$ cat src/rtl/bcd_xs3_seq_conv_if.sv
// Handshake bundle for bcd_xs3_seq_conv: input word + mode, output word + error flags.
// Latency: none (wires only).
// Backpressure: in_valid_i/in_ready_o on the input side, out_valid_o/out_ready_i on the output side.
// Ports: slave = converter side, master = source/sink side. DIGITS must match the converter.
interface bcd_xs3_seq_conv_if #(
    parameter int DIGITS = 4
);
    logic                  in_valid_i;
    logic                  in_ready_o;
    logic [4*DIGITS-1:0]   in_data_i;
    logic                  mode_i;
    logic                  out_valid_o;
    logic                  out_ready_i;
    logic [4*DIGITS-1:0]   out_data_o;
    logic                  err_o;
    logic [DIGITS-1:0]     err_mask_o;

    modport slave (
        input  in_valid_i, in_data_i, mode_i, out_ready_i,
        output in_ready_o, out_valid_o, out_data_o, err_o, err_mask_o
    );

    modport master (
        output in_valid_i, in_data_i, mode_i, out_ready_i,
        input  in_ready_o, out_valid_o, out_data_o, err_o, err_mask_o
    );
endinterface

$ cat src/rtl/bcd_xs3_seq_conv.sv
// Sequential BCD <-> Excess-3 converter, one digit per cycle, LSD first.
// Latency: DIGITS cycles from accept to out_valid_o; one word per DIGITS+2 cycles.
// Backpressure: holds DONE with all outputs frozen while out_ready_i is low; in_ready_o only in IDLE.
// Ports: clk_i, rst_i (sync, active-high), bus (bcd_xs3_seq_conv_if.slave):
//   in_valid_i/in_ready_o/in_data_i/mode_i (0: BCD->XS3, 1: XS3->BCD),
//   out_valid_o/out_ready_i/out_data_o/err_o/err_mask_o.
// Optional macro BCD_XS3_ERR_CHECK_EN: flags invalid digits and forces their result to 4'hF;
// without it every digit is plain modulo-16 +/-3 and err_o/err_mask_o are tied low.
module bcd_xs3_seq_conv #(
    parameter int DIGITS = 4
) (
    input  logic                 clk_i,
    input  logic                 rst_i,
    bcd_xs3_seq_conv_if.slave    bus
);
    localparam int CW = (DIGITS > 1) ? $clog2(DIGITS) : 1;
    localparam int W  = 4 * DIGITS;

    typedef enum logic [1:0] {
        IDLE = 2'd0,
        CONV = 2'd1,
        DONE = 2'd2
    } state_t;

    state_t          state_q,     state_d;
    logic [W-1:0]    src_q,       src_d;
    logic            mode_q,      mode_d;
    logic [W-1:0]    res_q,       res_d;
    logic [CW-1:0]   cnt_q,       cnt_d;
    logic            in_ready_q,  in_ready_d;
    logic            out_valid_q, out_valid_d;
`ifdef BCD_XS3_ERR_CHECK_EN
    logic [DIGITS-1:0] mask_q,    mask_d;
    logic              err_q,     err_d;
    logic              dig_bad;
`endif

    logic [3:0]      dig;
    logic [3:0]      conv;

    // Current digit and its converted value.
    always_comb begin
        dig  = src_q[{cnt_q, 2'b00} +: 4];
        conv = mode_q ? (dig - 4'd3) : (dig + 4'd3);
`ifdef BCD_XS3_ERR_CHECK_EN
        dig_bad = mode_q ? ((dig < 4'd3) || (dig > 4'd12)) : (dig > 4'd9);
        if (dig_bad) begin
            conv = 4'hF;
        end
`endif
    end

    always_comb begin
        state_d     = state_q;
        src_d       = src_q;
        mode_d      = mode_q;
        res_d       = res_q;
        cnt_d       = cnt_q;
        in_ready_d  = in_ready_q;
        out_valid_d = out_valid_q;
`ifdef BCD_XS3_ERR_CHECK_EN
        mask_d      = mask_q;
        err_d       = err_q;
`endif
        case (state_q)
            IDLE: begin
                if (bus.in_valid_i) begin
                    src_d      = bus.in_data_i;
                    mode_d     = bus.mode_i;
                    res_d      = '0;
                    cnt_d      = '0;
                    in_ready_d = 1'b0;
                    state_d    = CONV;
`ifdef BCD_XS3_ERR_CHECK_EN
                    mask_d     = '0;
                    err_d      = 1'b0;
`endif
                end
            end
            CONV: begin
                res_d[{cnt_q, 2'b00} +: 4] = conv;
`ifdef BCD_XS3_ERR_CHECK_EN
                mask_d[cnt_q] = dig_bad;
                err_d         = |mask_d;
`endif
                cnt_d = cnt_q + 1'b1;
                if (cnt_q == CW'(DIGITS - 1)) begin
                    out_valid_d = 1'b1;
                    state_d     = DONE;
                end
            end
            DONE: begin
                if (bus.out_ready_i) begin
                    out_valid_d = 1'b0;
                    in_ready_d  = 1'b1;
                    state_d     = IDLE;
                end
            end
            default: begin
                out_valid_d = 1'b0;
                in_ready_d  = 1'b1;
                state_d     = IDLE;
            end
        endcase
    end

    // Reset wins over any handshake, so an in-flight word is simply dropped.
    always_ff @(posedge clk_i) begin
        if (rst_i) begin
            state_q     <= IDLE;
            src_q       <= '0;
            mode_q      <= 1'b0;
            res_q       <= '0;
            cnt_q       <= '0;
            in_ready_q  <= 1'b1;
            out_valid_q <= 1'b0;
`ifdef BCD_XS3_ERR_CHECK_EN
            mask_q      <= '0;
            err_q       <= 1'b0;
`endif
        end else begin
            state_q     <= state_d;
            src_q       <= src_d;
            mode_q      <= mode_d;
            res_q       <= res_d;
            cnt_q       <= cnt_d;
            in_ready_q  <= in_ready_d;
            out_valid_q <= out_valid_d;
`ifdef BCD_XS3_ERR_CHECK_EN
            mask_q      <= mask_d;
            err_q       <= err_d;
`endif
        end
    end

    assign bus.in_ready_o  = in_ready_q;
    assign bus.out_valid_o = out_valid_q;
    assign bus.out_data_o  = res_q;
`ifdef BCD_XS3_ERR_CHECK_EN
    assign bus.err_o       = err_q;
    assign bus.err_mask_o  = mask_q;
`else
    assign bus.err_o       = 1'b0;
    assign bus.err_mask_o  = '0;
`endif
endmodule

$ cat src/flat_wrapper.sv
// flat-port wrapper written by rule: the top's interface ports become plain ports
module bcd_xs3_seq_conv_flat 
#(
    parameter int DIGITS = 4
)
  (clk_i, rst_i, bus_in_valid_i, bus_in_data_i, bus_mode_i, bus_out_ready_i, bus_in_ready_o, bus_out_valid_o, bus_out_data_o, bus_err_o, bus_err_mask_o);
  bcd_xs3_seq_conv_if #(.DIGITS(DIGITS)) bus_i ();
  input  logic clk_i;
  input  logic rst_i;
  input wire logic [$bits(bus_i.in_valid_i)-1:0] bus_in_valid_i;
  input wire logic [$bits(bus_i.in_data_i)-1:0] bus_in_data_i;
  input wire logic [$bits(bus_i.mode_i)-1:0] bus_mode_i;
  input wire logic [$bits(bus_i.out_ready_i)-1:0] bus_out_ready_i;
  output wire logic [$bits(bus_i.in_ready_o)-1:0] bus_in_ready_o;
  output wire logic [$bits(bus_i.out_valid_o)-1:0] bus_out_valid_o;
  output wire logic [$bits(bus_i.out_data_o)-1:0] bus_out_data_o;
  output wire logic [$bits(bus_i.err_o)-1:0] bus_err_o;
  output wire logic [$bits(bus_i.err_mask_o)-1:0] bus_err_mask_o;
  assign bus_i.in_valid_i = bus_in_valid_i;
  assign bus_i.in_data_i = bus_in_data_i;
  assign bus_i.mode_i = bus_mode_i;
  assign bus_i.out_ready_i = bus_out_ready_i;
  assign bus_in_ready_o = bus_i.in_ready_o;
  assign bus_out_valid_o = bus_i.out_valid_o;
  assign bus_out_data_o = bus_i.out_data_o;
  assign bus_err_o = bus_i.err_o;
  assign bus_err_mask_o = bus_i.err_mask_o;
  bcd_xs3_seq_conv #(.DIGITS(DIGITS)) u_core (.clk_i(clk_i), .rst_i(rst_i), .bus(bus_i));
endmodule
$ cat config.mk
export PLATFORM = sky130hd
export DESIGN_NAME = bcd_xs3_seq_conv_flat
export DESIGN_NICKNAME = d
export VERILOG_FILES = /design/src/rtl/bcd_xs3_seq_conv_if.sv /design/src/rtl/bcd_xs3_seq_conv.sv /design/src/flat_wrapper.sv
export SDC_FILE = /design/constraint.sdc
export NUM_CORES = 1
export LEC_CHECK = 0
export ABC_AREA = 1
export BUFFER_PORTS_ARGS = -buffer_cell sky130_fd_sc_hd__buf_2
export CORE_MARGIN = 2
export CORE_UTILIZATION = 40
export DETAILED_ROUTE_END_ITERATION = 8
export SYNTH_ARGS = -nofsm -noshare
export SYNTH_HDL_FRONTEND = slang
export SYNTH_SLANG_ARGS = --single-unit
export TNS_END_PERCENT = 100
$ cat constraint.sdc
create_clock -name clk_i -period 3.4 [get_ports clk_i]
set_input_delay 0.34 -clock clk_i [delete_from_list [all_inputs] [get_ports clk_i]]
set_output_delay 0.34 -clock clk_i [all_outputs]
set_load 0.05 [all_outputs]
==> run_results.csv, run 1 <==
group,metric,value,unit
power,pwr-share-clk,0.359,
grt,grt_antenna_before_repair,0,
critical_path,crit_path_frequent_cell,"nand2_1",
sta,setup-tns-final,0,ns
critical_path,crit_family,"simple AND/OR/NAND/NOR gates",
critical_path,endpoint,"u_core.bus.out_data_o[14]$_SDFFE_PP0P_",
sta,timing.hold.ws,0.289,ns
die,io_pins,44,
routing,vias,1627,
layout,drive_gt1_frac,0.242,
clock_tree,cts-root-buf,"clkbuf_8",
place,hpwl,2880,um
routing,first_pass_iters,4,
grt,overflow,0,
critical_path,r2r_start,"u_core.cnt_q[0]$_SDFFE_PP0P_",
sta,setup_viol_count_final,0,
synth,syn_area,1850,um^2
critical_path,start_kind,"flip-flop",
critical_path,worst-path-stages,10,
critical_path,slowest_delay,0.72,ns
clock_tree,ctsHoldBuffers,0,
hold_path,worstHoldPathType,"in2reg",
grt,grt_max_degree,24,
clock_tree,insertion_delay,0.30,ns
critical_path,cp.arrival,2.81,ns
routing,ant_nets,0,
die,dieArea,5180,um^2
sta,period_share,0.758,
critical_path,crit_path_start,"u_core.cnt_q[0]$_SDFFE_PP0P_",
clock_tree,cts_sinks,39,
clock_tree,clkSlewWorstSetupHoldPaths,0.08,ns
critical_path,crit_slowest_cell,"dfxtp_1",
outcome,status,"completed",
clock_tree,cts_tree,"built",
routing,drcViolationCount,0,
place,port_buffers,38,
sta,fin_crit,2.58,ns
critical_path,timing.rr.end,"u_core.bus.out_data_o[14]$_SDFFE_PP0P_",
clock_tree,cts-buffers-inserted,5,
critical_path,crit_fanout,15,
synth,synthTopCellsByArea,"dfxtp_1, nor2_1, nand2_1",
synth,yosysWarnings,0,
power,powerDensity,517,nW/um^2
synth,syn_inst,244,
routing,vias_per_cell,4.89,
grt,grt_pass1_wl,6690,um
sta,hold_viol,0,
sta,clock.fmax,388,MHz
layout,nFillCells,437,
grt,grt_pass1_vias,1478,
synth,synth.top_cell.area_share,0.422,
routing,wl_per_cell,11.6,um
synth,seq_area_frac_synth,0.422,
synth,synth.distinct_cells,30,
power,p_seq_frac,0.452,
power,leakage,0.000956,uW
routing,drt_iter0_markers,61,
layout,n_antenna_cell,0,
die,core_area,4410,um^2
place,gp_congestion,0.895,
clock_tree,cts_resized,0,
critical_path,ff2ff_path_depth,10,
grt,track_usage,0.166,
die,fp-row-count,24,
critical_path,end_kind,"flip-flop",
sta,max-slew-margin-rel,0.562,
die,fp.dieH,72.0,um
layout,layout_common_cells,"nor2_1, nand2_1, dfxtp_1",
sta,worst_pin_slew,0.655,ns
power,ir_drop,0.268,mV
power,p_sw_frac,0.292,
synth,ys_ff_latch,39,
critical_path,critPathBufInv,2,
clock_tree,htreeDepth,2,
power,fin_total_pwr,1110,uW
run,max_cap_violations,0,
die,die_x,72.0,um
clock_tree,clock_path_buffers,2,
synth,synth.largest_area_cell,"dfxtp_1",
sta,drv_slew,0,
routing,wirelength,3880,um
layout,final_common_cell,"nor2_1",
power,p_sw,324,uW
clock_tree,postCtsSetupRepairBufs,0,
sta,rsz0062_at_grt,"false",
layout,syn_to_final_growth,16.0,%
die,start_util,0.419,
power,comb_power_share,0.189,
critical_path,crit_type,"reg2reg",
power,power.internal,785,uW
critical_path,critical_path.cell_chain,"inv_2, nand2_1, nand3_2, nand2_1, inv_1, fa_1, xnor2_1, nor3_1, a22oi_1, nor2_1",
synth,syn_area_per_cell,7.57,um^2
layout,layout.nets,308,
sta,finClkSkew,0.00897,ns
critical_path,rrSetupSlack,0.82,ns
critical_path,critPathRequiredTime,3.63,ns
==> Yosys cell counts, drive strengths merged <==
library cell,count
fa,1
o21a,1
inv,19
nand4,2
nand2,48
xnor2,1
dlymetal6s2s,1
nand3,12
conb,1
nor4,1
a21o,1
ha,6
clkbuf,2
nor3,4
a21oi,19
o21ai,25
dfxtp,39
nor2,45
a22oi,2
o22ai,2
buf,10
clkinv,1
a211oi,1
==> per-stage QoR <==
step           area [um^2]  utilization  cells  setup slack (ns)
2_1_floorplan         1860            -    248              1.53
3_3_place_gp          2030        0.459    325             0.861
3_5_place_dp          2030        0.459    325             0.863
4_1_cts               2140        0.486    333             0.834
5_1_grt               2140        0.486    333             0.586
6_report              2140        0.486    333             0.824
==> layer usage <==
metal,vias to the layer above,global-route usage,share of wire
li1,856,-,-
met1,718,0.203,0.46
met2,43,0.275,0.46
met3,10,0.0431,0.046
met4,0,0.0755,0.025
met5,-,0,0
==> worst register-to-register path, stage by stage (launching register included) <==
cell and delay, ns:
dfxtp_1 0.72, inv_2 0.26, nand2_1 0.13, nand3_2 0.09, nand2_1 0.15, inv_1 0.09
fa_1 0.39, xnor2_1 0.15, nor3_1 0.31, a22oi_1 0.11, nor2_1 0.10
==> registers in the layout (all words and copies together), names as in the netlist <==
register                cells
u_core.bus.out_data_o      16
u_core.src_q               16
u_core.cnt_q                2
u_core.state_q              2
u_core.bus.in_ready_o       1
u_core.bus.out_valid_o      1
u_core.mode_q               1
==> power by group through the flow <==
| stage | clock network [uW] | registers (uW) | logic [uW] |
|---|---|---|---|
| 3_5_place_dp | 0 | 512 | 212 |
| 4_1_cts | 409 | 502 | 212 |
| 2_1_floorplan | 0 | 521 | 160 |
| 5_1_grt | 432 | 505 | 238 |
| 3_3_place_gp | 0 | 512 | 211 |
| 6_report | 398 | 502 | 210 |
==> how the worst min path moves through the flow <==
stage	start	end	slack, ns	depth (start not counted)
2_1_floorplan	u_core.src_q[10]$_SDFFE_PP0P_	u_core.src_q[10]$_SDFFE_PP0P_	0.45	2
3_3_place_gp	u_core.bus.out_valid_o$_SDFFE_PP0P_	u_core.bus.out_valid_o$_SDFFE_PP0P_	0.43	2
3_5_place_dp	u_core.bus.in_ready_o$_SDFFE_PP1P_	u_core.bus.in_ready_o$_SDFFE_PP1P_	0.44	1
4_1_cts	bus_in_data_i[3]	u_core.src_q[3]$_SDFFE_PP0P_	0.28	3
5_1_grt	bus_in_data_i[15]	u_core.src_q[15]$_SDFFE_PP0P_	0.30	3
6_report	bus_in_data_i[0]	u_core.src_q[0]$_SDFFE_PP0P_	0.29	3
==> cells by family after synthesis <==
group                    Yosys count  synth area share
AND/OR/NAND/NOR                  112             0.279
AO/OA/AOI/OAI                     51             0.150
flip-flops                        39             0.422
buffers and inverters             33            0.0900
adder cells (fa/ha/maj)            7            0.0515
XOR/XNOR                           1           0.00474
other                              1           0.00203
==> final cells by class <==
type                    count  area (um^2)  share of cell area
clock inverters             2         35.0              0.0163
multi-input cells         176          916               0.427
repair buffers             38          190              0.0887
well taps                  52         65.1              0.0303
flip-flops and latches     39          781               0.364
clock buffers               6         82.6              0.0385
inverters                  20         75.1              0.0350
Note: power is estimated with default switching activity, not from simulation.
==> run 2: changes to the inputs <==
- ABC_AREA: 1 -> 0
- PLACE_DENSITY: default -> 0.65
- clock period: 3.4 -> 2.28 ns (I/O delays scaled with it)
==> run_results.csv, run 2 <==
group,metric,value,unit
critical_path,crit_fanout,4,
die,die_x,70.7,um
die,core_area,4320,um^2
clock_tree,htreeDepth,2,
place,dpl.cell_count,291,
critical_path,crit_path_frequent_cell,"o21ai_0",
synth,syn_area,1780,um^2
critical_path,slowest_delay,0.52,ns
synth,synth.largest_area_cell,"dfxtp_1",
layout,layout.nets,274,
routing,vias_per_cell,5.03,
clock_tree,clkSlewWorstSetupHoldPaths,0.08,ns
die,io_pins,44,
critical_path,cp.arrival,2.29,ns
critical_path,crit_family,"compound AO/OA/AOI/OAI gates",
routing,drcViolationCount,0,
synth,synth-edff-count,0,
routing,first_pass_iters,4,
routing,ant_nets,0,
critical_path,critical_path.cell_chain,"mux4_2, ha_2, a21oi_1, o21ai_0, a41o_1, xnor2_2, o21ai_0",
critical_path,crit_slowest_cell,"mux4_2",
place,port_buffers,38,
routing,wl_per_cell,12.5,um
routing,wl_met1,1850,um
synth,synthArstFlopShare,0,
sta,period_share,0.928,
outcome,status,"completed",
synth,yosysWarnings,0,
hold_path,worstHoldPathType,"in2reg",
synth,synth_commonest_cells,"nand2_1, dfxtp_1, a21oi_1",
synth,seq_area_frac_synth,0.439,
sta,max-slew-margin-rel,0.337,
clock_tree,ctsHoldBuffers,0,
layout,layout_common_cells,"nand2_1, buf_2, dfxtp_1",
clock_tree,cts_tree,"built",
synth,syn_area_per_cell,8.51,um^2
layout,drive_gt1_frac,0.247,
routing,drt_iter0_markers,89,
synth,synth_flop_cell,"dfxtp_1",
clock_tree,cts-buffers-inserted,5,
synth,synth.top_cell.area_share,0.439,
critical_path,critPathRequiredTime,2.45,ns
critical_path,crit_type,"reg2reg",
clock_tree,clock_path_buffers,2,
layout,final_cells,299,
die,start_util,0.411,
grt,track_usage,0.159,
critical_path,end_kind,"flip-flop",
sta,finClkSkew,0.00506,ns
place,gp_congestion,0.849,
synth,yosysMostFrequentCell,"nand2_1",
synth,synth.distinct_cells,33,
grt,grt_pass1_wl,6380,um
grt,grt_antenna_before_repair,0,
place,hpwl,2700,um
sta,rsz0062_at_grt,"false",
grt,grt_pass1_vias,1409,
routing,vias,1504,
power,fin_total_pwr,1440,uW
critical_path,critPathBufInv,0,
synth,ys_ff_latch,39,
die,dieArea,5000,um^2
power,leakage,0.000915,uW
run,max_cap_violations,0,
synth,syn_inst,209,
routing,routed-wl-met2,1650,um
clock_tree,insertion_delay,0.29,ns
place,dpl_worst_slack,-0.0310,ns
layout,n_antenna_cell,0,
layout,syn_to_final_growth,18.1,%
sta,timing.hold.ws,0.163,ns
routing,wirelength,3740,um
power,powerDensity,684,nW/um^2
sta,clock.fmax,472,MHz
sta,drv_slew,0,
sta,worst_pin_slew,0.991,ns
sta,setup-tns-final,0,ns
synth,synthTopCellsByArea,"dfxtp_1, nand2_1, a21oi_1",
critical_path,start_kind,"flip-flop",
layout,final_common_cell,"nand2_1",
sta,setup_viol_count_final,0,
routing,route.met3.wl,176,um
clock_tree,cts_sinks,39,
sta,setup_ws,0.163,ns
die,fp-row-count,24,
sta,hold_viol,0,
routing,highest_layer,"met4",
power,ir_drop,0.381,mV
grt,overflow,0,
grt,grt_max_degree,44,
clock_tree,cts-root-buf,"clkbuf_8",
die,fp.dieH,70.7,um
sta,fin_crit,2.12,ns
[run 2: changes by cell type after synthesis, moves of 4 or more]
cell      delta
nand3_2      -5
nor2_1      -24
inv_1        -9
nand2b_1     +7
nand2_2      -7
o21ai_0     -19
nand3b_1     +4
clkbuf_1     +7
a21oi_1      +6
nand3_1      -5
inv_2        -5
a22oi_1     +10
[run 2: final timing paths]
| check | from | to | slack [ns] | depth (start not counted) |
|---|---|---|---|---|
| hold reg to reg | u_core.src_q[15]$_SDFFE_PP0P_ | u_core.src_q[15]$_SDFFE_PP0P_ | 0.46 | 2 |
| hold / removal | bus_in_data_i[7] | u_core.src_q[7]$_SDFFE_PP0P_ | 0.16 | 3 |
| setup reg to reg | u_core.cnt_q[0]$_SDFFE_PP0P_ | u_core.bus.out_data_o[3]$_SDFFE_PP0P_ | 0.16 | 7 |
| setup / recovery | u_core.cnt_q[0]$_SDFFE_PP0P_ | u_core.bus.out_data_o[3]$_SDFFE_PP0P_ | 0.16 | 7 |
[run 2: cell families after synthesis]
family,synth area share
AOI/OAI and AO/OA,0.172
xor gates and xnor gates,0.0190
adders and majority gates,0.0534
buffers and inverters,0.0654
DFF,0.439
muxes,0.0499
other,0.00211
and+or+nand+nor,0.199
[run 2: where the power goes]
group / total (uW) / switching (uW) / leakage (uW) / internal (uW)
sequential: 726 / 16.4 / 0.000318 / 710
combinational: 255 / 161 / 0.000555 / 93.3
clock: 456 / 242 / 0.0000412 / 214
[run 2: worst register-to-register path, delay by kind of cell, from the launching register on]
kind	cells	cell delay [ns]
XOR/XNOR	1	0.20
AO/OA/AOI/OAI	4	0.57
multiplexers	1	0.52
flip-flops	1	0.38
adder cells (fa/ha/maj)	1	0.32
[run 2: layout make-up]
cell class	instances	area, um^2
Fill cell	433	2220
Clock inverter	2	12.5
Tap cell	52	65.1
Sequential cell	39	782
Inverter	5	18.8
Timing Repair Buffer	44	235
Clock buffer	6	72.6
Multi-Input combinational cell	151	915
[run 2: metrics by stage]
stage,utilization,cell area (um^2)
finish,0.486,2100
global route,0.486,2100
CTS,0.483,2090
detailed placement,0.462,2000
global placement,0.462,2000
floorplan,-,1790
[run 2: what timing repair did]
| action | CTS | global route |
|---|---|---|
| hold endpoints to repair | 0 | 0 |
| resized for setup | 1 | 4 |
| pin swaps | 0 | 0 |
| setup endpoints to repair | 4 | 12 |
| buffers inserted | 0 | 0 |
| gates cloned | 0 | 0 |
[run 2: per-layer routing]
layer / up-vias / GRT usage
li1: 767 / -
met1: 691 / 0.220
met2: 40 / 0.240
met3: 6 / 0.0413
met4: 0 / 0.0629
met5: - / 0
